<file path="src/rtl/egg_timer_sequencer.sv">
// Egg-timer control FSM: selects the start time, drives counter load/start/enable,
// handles pause/abort and runs a timed, blinking alarm phase after the counter is done.
module egg_timer_sequencer #(
  parameter int unsigned ALARM_SECS = 10,
  parameter logic [15:0] SOFT_TIME  = 16'h0400,
  parameter logic [15:0] FIRM_TIME  = 16'h0700
) (
  input  logic        clk,
  input  logic        reset,
  input  logic        tick,
  input  logic        btn_start,
  input  logic        btn_stop,
  input  logic        btn_preset,
  input  logic        firm,
  input  logic [15:0] sw_time,
  input  logic        done,
  output logic        load,
  output logic        str,
  output logic        enable,
  output logic [15:0] time_out,
  output logic        alarm,
  output logic [2:0]  state
);

  typedef enum logic [2:0] {
    IDLE  = 3'd0,
    LOAD  = 3'd1,
    RUN   = 3'd2,
    PAUSE = 3'd3,
    ALARM = 3'd4
  } state_t;

  localparam logic [8:0] ALARM_LAST = 9'(ALARM_SECS);

  state_t      cur_state, nxt_state;
  logic        start_prev, stop_prev, preset_prev;
  logic        start_edge, stop_edge, preset_edge;
  logic        use_preset, use_preset_nxt;
  logic [7:0]  tick_cnt, tick_cnt_nxt;
  logic [15:0] cand_time, time_nxt;
  logic        load_nxt, str_nxt, enable_nxt, alarm_nxt;

  // BCD mm:ss is startable only if every digit is decimal, seconds < 60 and nonzero.
  function automatic logic time_valid(input logic [15:0] t);
    return (t[15:12] <= 4'd9) && (t[11:8] <= 4'd9) &&
           (t[7:4] <= 4'd5) && (t[3:0] <= 4'd9) && (t != 16'h0000);
  endfunction

  assign start_edge  = btn_start  & ~start_prev;
  assign stop_edge   = btn_stop   & ~stop_prev;
  assign preset_edge = btn_preset & ~preset_prev;
  assign cand_time   = use_preset ? (firm ? FIRM_TIME : SOFT_TIME) : sw_time;
  assign state       = cur_state;

  always_comb begin
    nxt_state      = IDLE;
    use_preset_nxt = use_preset;
    tick_cnt_nxt   = tick_cnt;
    time_nxt       = time_out;
    case (cur_state)
      IDLE: begin
        time_nxt = cand_time;
        if (preset_edge) use_preset_nxt = ~use_preset;
        // Validation sees the pre-toggle candidate, the same value latched into time_out.
        nxt_state = (start_edge && time_valid(cand_time)) ? LOAD : IDLE;
      end
      LOAD:  nxt_state = RUN;
      RUN: begin
        if (done)           nxt_state = ALARM;
        else if (stop_edge) nxt_state = PAUSE;
        else                nxt_state = RUN;
      end
      PAUSE: begin
        if (stop_edge)       nxt_state = IDLE;
        else if (start_edge) nxt_state = RUN;
        else                 nxt_state = PAUSE;
      end
      ALARM: begin
        if (start_edge || stop_edge)                          nxt_state = IDLE;
        else if (tick && ({1'b0, tick_cnt} + 9'd1 == ALARM_LAST)) nxt_state = IDLE;
        else                                                  nxt_state = ALARM;
      end
      default: nxt_state = IDLE;
    endcase

    if (nxt_state == ALARM && cur_state != ALARM) tick_cnt_nxt = 8'd0;
    else if (cur_state == ALARM && tick)          tick_cnt_nxt = tick_cnt + 8'd1;

    load_nxt   = (nxt_state == LOAD);
    str_nxt    = (nxt_state != IDLE);
    enable_nxt = (nxt_state == RUN);
    alarm_nxt  = 1'b0;
    if (nxt_state == ALARM) begin
      if (cur_state != ALARM) alarm_nxt = 1'b1;
      else if (tick)          alarm_nxt = ~alarm;
      else                    alarm_nxt = alarm;
    end
  end

  always_ff @(posedge clk) begin
    if (!reset) begin
      cur_state   <= IDLE;
      start_prev  <= 1'b1;
      stop_prev   <= 1'b1;
      preset_prev <= 1'b1;
      use_preset  <= 1'b0;
      tick_cnt    <= 8'd0;
      time_out    <= 16'h0000;
      load        <= 1'b0;
      str         <= 1'b0;
      enable      <= 1'b0;
      alarm       <= 1'b0;
    end else begin
      cur_state   <= nxt_state;
      start_prev  <= btn_start;
      stop_prev   <= btn_stop;
      preset_prev <= btn_preset;
      use_preset  <= use_preset_nxt;
      tick_cnt    <= tick_cnt_nxt;
      time_out    <= time_nxt;
      load        <= load_nxt;
      str         <= str_nxt;
      enable      <= enable_nxt;
      alarm       <= alarm_nxt;
    end
  end

endmodule

</file>
<file path="config.mk">
export PLATFORM = sky130hd
export DESIGN_NAME = egg_timer_sequencer
export DESIGN_NICKNAME = d
export VERILOG_FILES = /design/src/rtl/egg_timer_sequencer.sv
export SDC_FILE = /design/constraint.sdc
export NUM_CORES = 1
export LEC_CHECK = 0
export BUFFER_PORTS_ARGS = -buffer_cell sky130_fd_sc_hd__clkbuf_2
export CAP_MARGIN = 5
export CORE_MARGIN = 3
export CORE_UTILIZATION = 43
export CTS_CLUSTER_DIAMETER = 60
export DETAILED_ROUTE_END_ITERATION = 6
export PLACE_DENSITY = 0.67
export SETUP_SLACK_MARGIN = 0.3
export SLEW_MARGIN = 40
export SYNTH_ARGS = -nofsm -noshare
export SYNTH_HDL_FRONTEND = slang
export SYNTH_SLANG_ARGS = --single-unit
</file>
<file path="constraint.sdc">
create_clock -name clk -period 2.05 [get_ports clk]
set_input_delay 0.1025 -clock clk [delete_from_list [all_inputs] [get_ports clk]]
set_output_delay 0.1025 -clock clk [all_outputs]
set_load 0.02 [all_outputs]
</file>
After elaboration in Yosys (flattened, before gate mapping) --
Cells that the tools add are included.
Word-level totals: bits in registers 35, latch bits 0, RAM bits 0, memory bits (read-only) 0, input bits 24, output and inout bits 23, word-level logic and storage cells 63, memories kept 0
Cells by class: $add $sub $neg 2, $mul 0, divide/modulo/power cells 0, $lt $le $gt $ge 4, equal/unequal tests 9, shifts and indexed selects 0, multiplexer cells 12, bitwise logic cells 9, reductions and logical operators 16
Operators by type and width (count):
- $mux W16 | 1
- $reduce_bool A16 Y1 | 1
- $pmux W3 S5 | 1
- $le A4 B4 Y1 const B | 3
- $mux W10 | 1
- $add A8 B1 Y9 const B | 1
- $eq A3 B2 Y1 const B | 3
- $eq A9 B4 Y1 const B | 1
- $mux W3 | 3
- $add A8 B1 Y8 const B | 1
- $logic_and A1 B1 Y1 | 8
- $eq A3 B1 Y1 const B | 2
- $eq A3 B3 Y1 const B | 2
- $not A1 Y1 | 6
- $mux W1 | 5
- $le A4 B3 Y1 const B | 1
- $reduce_and A2 Y1 | 2
- $and A1 B1 Y1 | 3
- $logic_not A3 Y1 | 1
- $ne A3 B3 Y1 const B | 1
- $reduce_bool A3 Y1 | 1
- $mux W2 | 1
- $reduce_bool A2 Y1 | 1
- $reduce_or A2 Y1 | 1
- $logic_or A1 B1 Y1 | 1

Depth between registers and ports, before layout --
depth after elaboration 13, depth in mapped cells 7, gate-level depth less buffers 6

Least setup slack after synthesis --
No wires, ideal clock.
path type register to register, from register tick_cnt[0], to register str, setup time 135 ps, arrival time 1584 ps, required time 1915 ps, path slack 331 ps, stages on the path, launching flop included 8, path buffers 1, period minus slack after synthesis 1719 ps, cells stage by stage dfxtp_1 -> ha_1 -> clkbuf_2 -> nand3_1 -> nor4b_1 -> o2111ai_1 -> o31ai_2 -> nand4_1
Between the ends: longest elaborated chain between the ends 7
RTL lines:
- from (decl) | line 39 | logic [7:0] tick_cnt, tick_cnt_nxt;
- from (signal assigned) | line 119 | tick_cnt <= tick_cnt_nxt;
- $add A8 B1 Y9 | line 80 | else if (tick && ({1'b0, tick_cnt} + 9'd1 == ALARM_LAST)) nxt_state = IDLE;
- $eq A9 B4 Y1 | line 80
- $logic_and A1 B1 Y1 | line 80
- $mux W3 | line 80
- $mux W3 | line 79 | if (start_edge || stop_edge) nxt_state = IDLE;
- $pmux W3 S5 | line 60 | case (cur_state)
- $reduce_bool A3 Y1 | line 90 | str_nxt = (nxt_state != IDLE);
- to (signal assigned) | line 122 | str <= str_nxt;
- to (decl) | line 18 | output logic str,
No other way between the ends. A chain may end at the register's enable or synchronous reset.

Final worst setup path --
from register cur_state[1], in the netlist state[1], to register load
Between the ends: longest elaborated chain between the ends 3, elaborated cells between the ends (all ways) 7, those cells by class eq/ne: 5; mux: 1; reduce/logical: 1
RTL lines:
- from (decl) | line 35 | state_t cur_state, nxt_state;
- from (signal assigned) | line 114 | cur_state <= nxt_state;
- $eq A3 B3 Y1 (tied with other cells) | line 60
- $pmux W3 S5 * | line 60
- $eq A3 B1 Y1 * | line 89 | load_nxt = (nxt_state == LOAD);
- to (signal assigned) | line 121 | load <= load_nxt;
- to (decl) | line 17 | output logic load,
Mark *: on every way between the ends. The rest lies on a longest branch, timed or not.

==> impl_metrics.ini <==
[outcome]
status = completed

[layout]
syn2layout_area_growth_pct = 21.2
antennaDiodeCount = 0
numnets_final = 267
drive_above_1_share_pct = 28.9
design_area_um2 = 2100

[yosys]
synth.avg_cell_area_um2 = 8.71
synth-seq-cells = 35
yosys_warnings = 0
postSynth.asyncResetShare_pct = 0
yosys.cell_types.count = 44
yosys-top-cells-area = dfxtp_1 40%, nand3b_1 5.6%, a21boi_0 4.8%, nand2_1 4.8%, xnor2_1 3.5%
synth.net_count = 225
synth_cells = 199
synth_sequential_area_ratio_pct = 40.4
number_of_enable_flip_flop_cells_after_synthesis = 0
yosys.area.top_type_share_pct = 40.4
yosysMostFrequentCell = dfxtp_1
ys_dominant_reg_cell = dfxtp_1
synthesis.area_um2 = 1730
synth.cells.most_frequent = 35 x dfxtp_1, 22 x nand2_1, 15 x nor2_1
synth_top_area_cell = dfxtp_1

[clock_tree]
worst_skew_pair_later_pin_latency_ns = 0.28
clk_pin_slew_ns = 0.06
clock_path_buffers = 2
cts_htree_levels = 2
numCtsBuffers = 5
clock_sinks = 35
clock_tree_from_tritoncts = yes
clockRootBuffer = clkbuf_8

[grt]
grt_pass1_vias = 1361
grt_max_degree = 26
gr-usage-all-layers_pct = 16.1
grt_first_pass_wirelength_um = 6280
antenna_found_initial = 0
globalRouteOverflowTotal = 0

[detailed_routing]
post_drt_wl_per_cell_um = 13.0
drt-pass1-iter-count = 4
viasPerCell = 5.13
dr_total_vias = 1489
drtIter0Drc = 60
drc = 0
routed_wl_um = 3780
antenna_violating_nets_post_route = 0

[timing]
timing.final.max_slew_violations = 0
maxSlewHeadroom_pct = 70.2
finalWorstPathRequiredPeriod_ns = 1.63
worst_pin_slew_ns = 0.447
finalWorstSetupSlack_ns = 0.423
grt_setup_unrepaired = yes
achievable-frequency_mhz = 615
finalSetupViolations = 0
skew_ns = 0.00158
final_hold_viol_count = 0
tns_ns = 0
post-route-period-util_pct = 79.4

[worst_hold_path]
min_to = start_prev
kind_of_path_behind_the_tightest_hold_check = in2reg
timing.hold.worst_path_depth = 2
hold_path_start = btn_start

[power]
power_mw = 1.41
largest_vdd_supply_drop_mv = 0.409
p_leak_nw = 0.873
power_density_nw_per_um2 = 673

[floorplanning]
initial_utilization_pct = 46.0
i_o_pins = 47
chipWidth_um = 69.5
die_height_um = 69.5
num_rows = 22
design.die.area_um2 = 4830
placeableCoreArea_um2 = 3770

[setup_path]
crit_fanout = 17
worst-r2r-cell-count = 5
reg2reg_to = load
startpoint_type = flop
critical_path_class = reg2reg
r2r-start = state[1]
worst_setup_path_end_kind = flop
cp_data_required_time_ns = 2.27
critical_path_arrival_ns = 1.85
rrSetupSlack_ns = 0.42

[placement]
postPlaceCellArea_um2 = 1960
port_buffers = 46
detailed_place_hpwl_um = 2800
placement.setup.worst_slack_ns = 0.176
gpl.final_weighted_congestion = 0.875

[job]
max_cap_violations = 0
==> metal layers <==
layer	routed length [um]	vias to the layer above	share of wire (%)	GRT usage [%]
li1	-	787	-	-
met1	1810	670	48	20.2
met2	1740	27	46	26.3
met3	161	5	4.3	4.06
met4	61	0	1.6	6.51
met5	0	-	0	0
==> kinds of logic after synthesis <==
kind of cell / after synthesis / share of synthesized area, %
and+or+nand+nor: 94 / 30.7
AOI/OAI and AO/OA: 38 / 15.7
DFF: 35 / 40.4
buffers and inverters: 19 / 5.99
xor gates and xnor gates: 9 / 4.55
muxes: 2 / 1.16
adders and majority gates: 2 / 1.44
==> power by group <==
| part | total (mW) | leakage (nW) | internal, mW | switching (mW) |
|---|---|---|---|---|
| logic | 0.160 | 0.532 | 0.0703 | 0.0901 |
| registers | 0.720 | 0.290 | 0.705 | 0.0149 |
| clock network | 0.533 | 0.0515 | 0.306 | 0.227 |
==> area by class of cell <==
type / instances / area, um2
clock buffers: 8 / 100
fillers: 354 / 1670
inverters: 4 / 15.0
multi-input cells: 145 / 952
flip-flops and latches: 35 / 712
well taps: 48 / 60.1
repair buffers: 50 / 260
==> worst max-delay path, stage by stage, from the launching register on <==
cell and delay, ns:
dfxtp_1 0.42, or3_4 0.52, nor2_1 0.12, and4bb_1 0.26, o211ai_2 0.12, nor2_2 0.13
==> what timing repair did <==
| item | 4_1_cts | 5_1_grt |
|---|---|---|
| resized for setup | 3 | 8 |
| pin swaps | 1 | 5 |
| hold buffers | 0 | 0 |
| gates cloned | 0 | 0 |
| buffers inserted | 0 | 1 |
| setup endpoints to repair | 3 | 8 |
==> per-stage QoR <==
step / util, % / hold slack [ns] / std cells
finish: 55.7 / 0.0217 / 290
global route: 55.7 / 0.00623 / 290
CTS: 54.9 / 0.0118 / 289
floorplan: - / 0.176 / 199
global placement: 51.9 / 0.309 / 281
detailed placement: 51.9 / 0.312 / 281
==> how the worst max path moves through the flow <==
stage	end	slack, ns	start
finish	load	0.42	state[1]
global placement	str	0.22	tick_cnt[0]
floorplan	str	0.33	tick_cnt[0]
detailed placement	str	0.18	tick_cnt[0]
CTS	str	0.33	tick_cnt[1]
global route	str	0.28	tick_cnt[0]
==> cell usage in the layout, fill, tap and decap left out, drive strengths merged, types with 2 or more instances in the layout <==
| master | netlist | layout |
|---|---|---|
| nand2b | 8 | 8 |
| inv | 4 | 4 |
| xnor2 | 7 | 7 |
| or3 | 4 | 4 |
| nand3b | 13 | 13 |
| a22oi | 2 | 2 |
| and2 | 5 | 5 |
| xor2 | 2 | 2 |
| nand3 | 4 | 4 |
| ha | 2 | 2 |
| clkbuf | 5 | 54 |
| nand2 | 22 | 22 |
| nor2 | 16 | 16 |
| buf | 10 | 4 |
| nor3b | 3 | 3 |
| a21oi | 5 | 5 |
| mux2i | 2 | 2 |
| a21boi | 11 | 11 |
| nor4b | 2 | 2 |
| nor3 | 5 | 5 |
| o211a | 2 | 2 |
| o21ai | 7 | 7 |
| nor4 | 4 | 4 |
| o22ai | 2 | 2 |
| dfxtp | 35 | 35 |
| nand4 | 4 | 4 |
==> registers in the layout, indices dropped and copies added (netlist names) <==
register,flops
state,3
preset_prev,1
alarm,1
enable,1
time_out,16
start_prev,1
use_preset,1
load,1
str,1
stop_prev,1
tick_cnt,8
No activity file was read; power rests on OpenSTA's default activity.
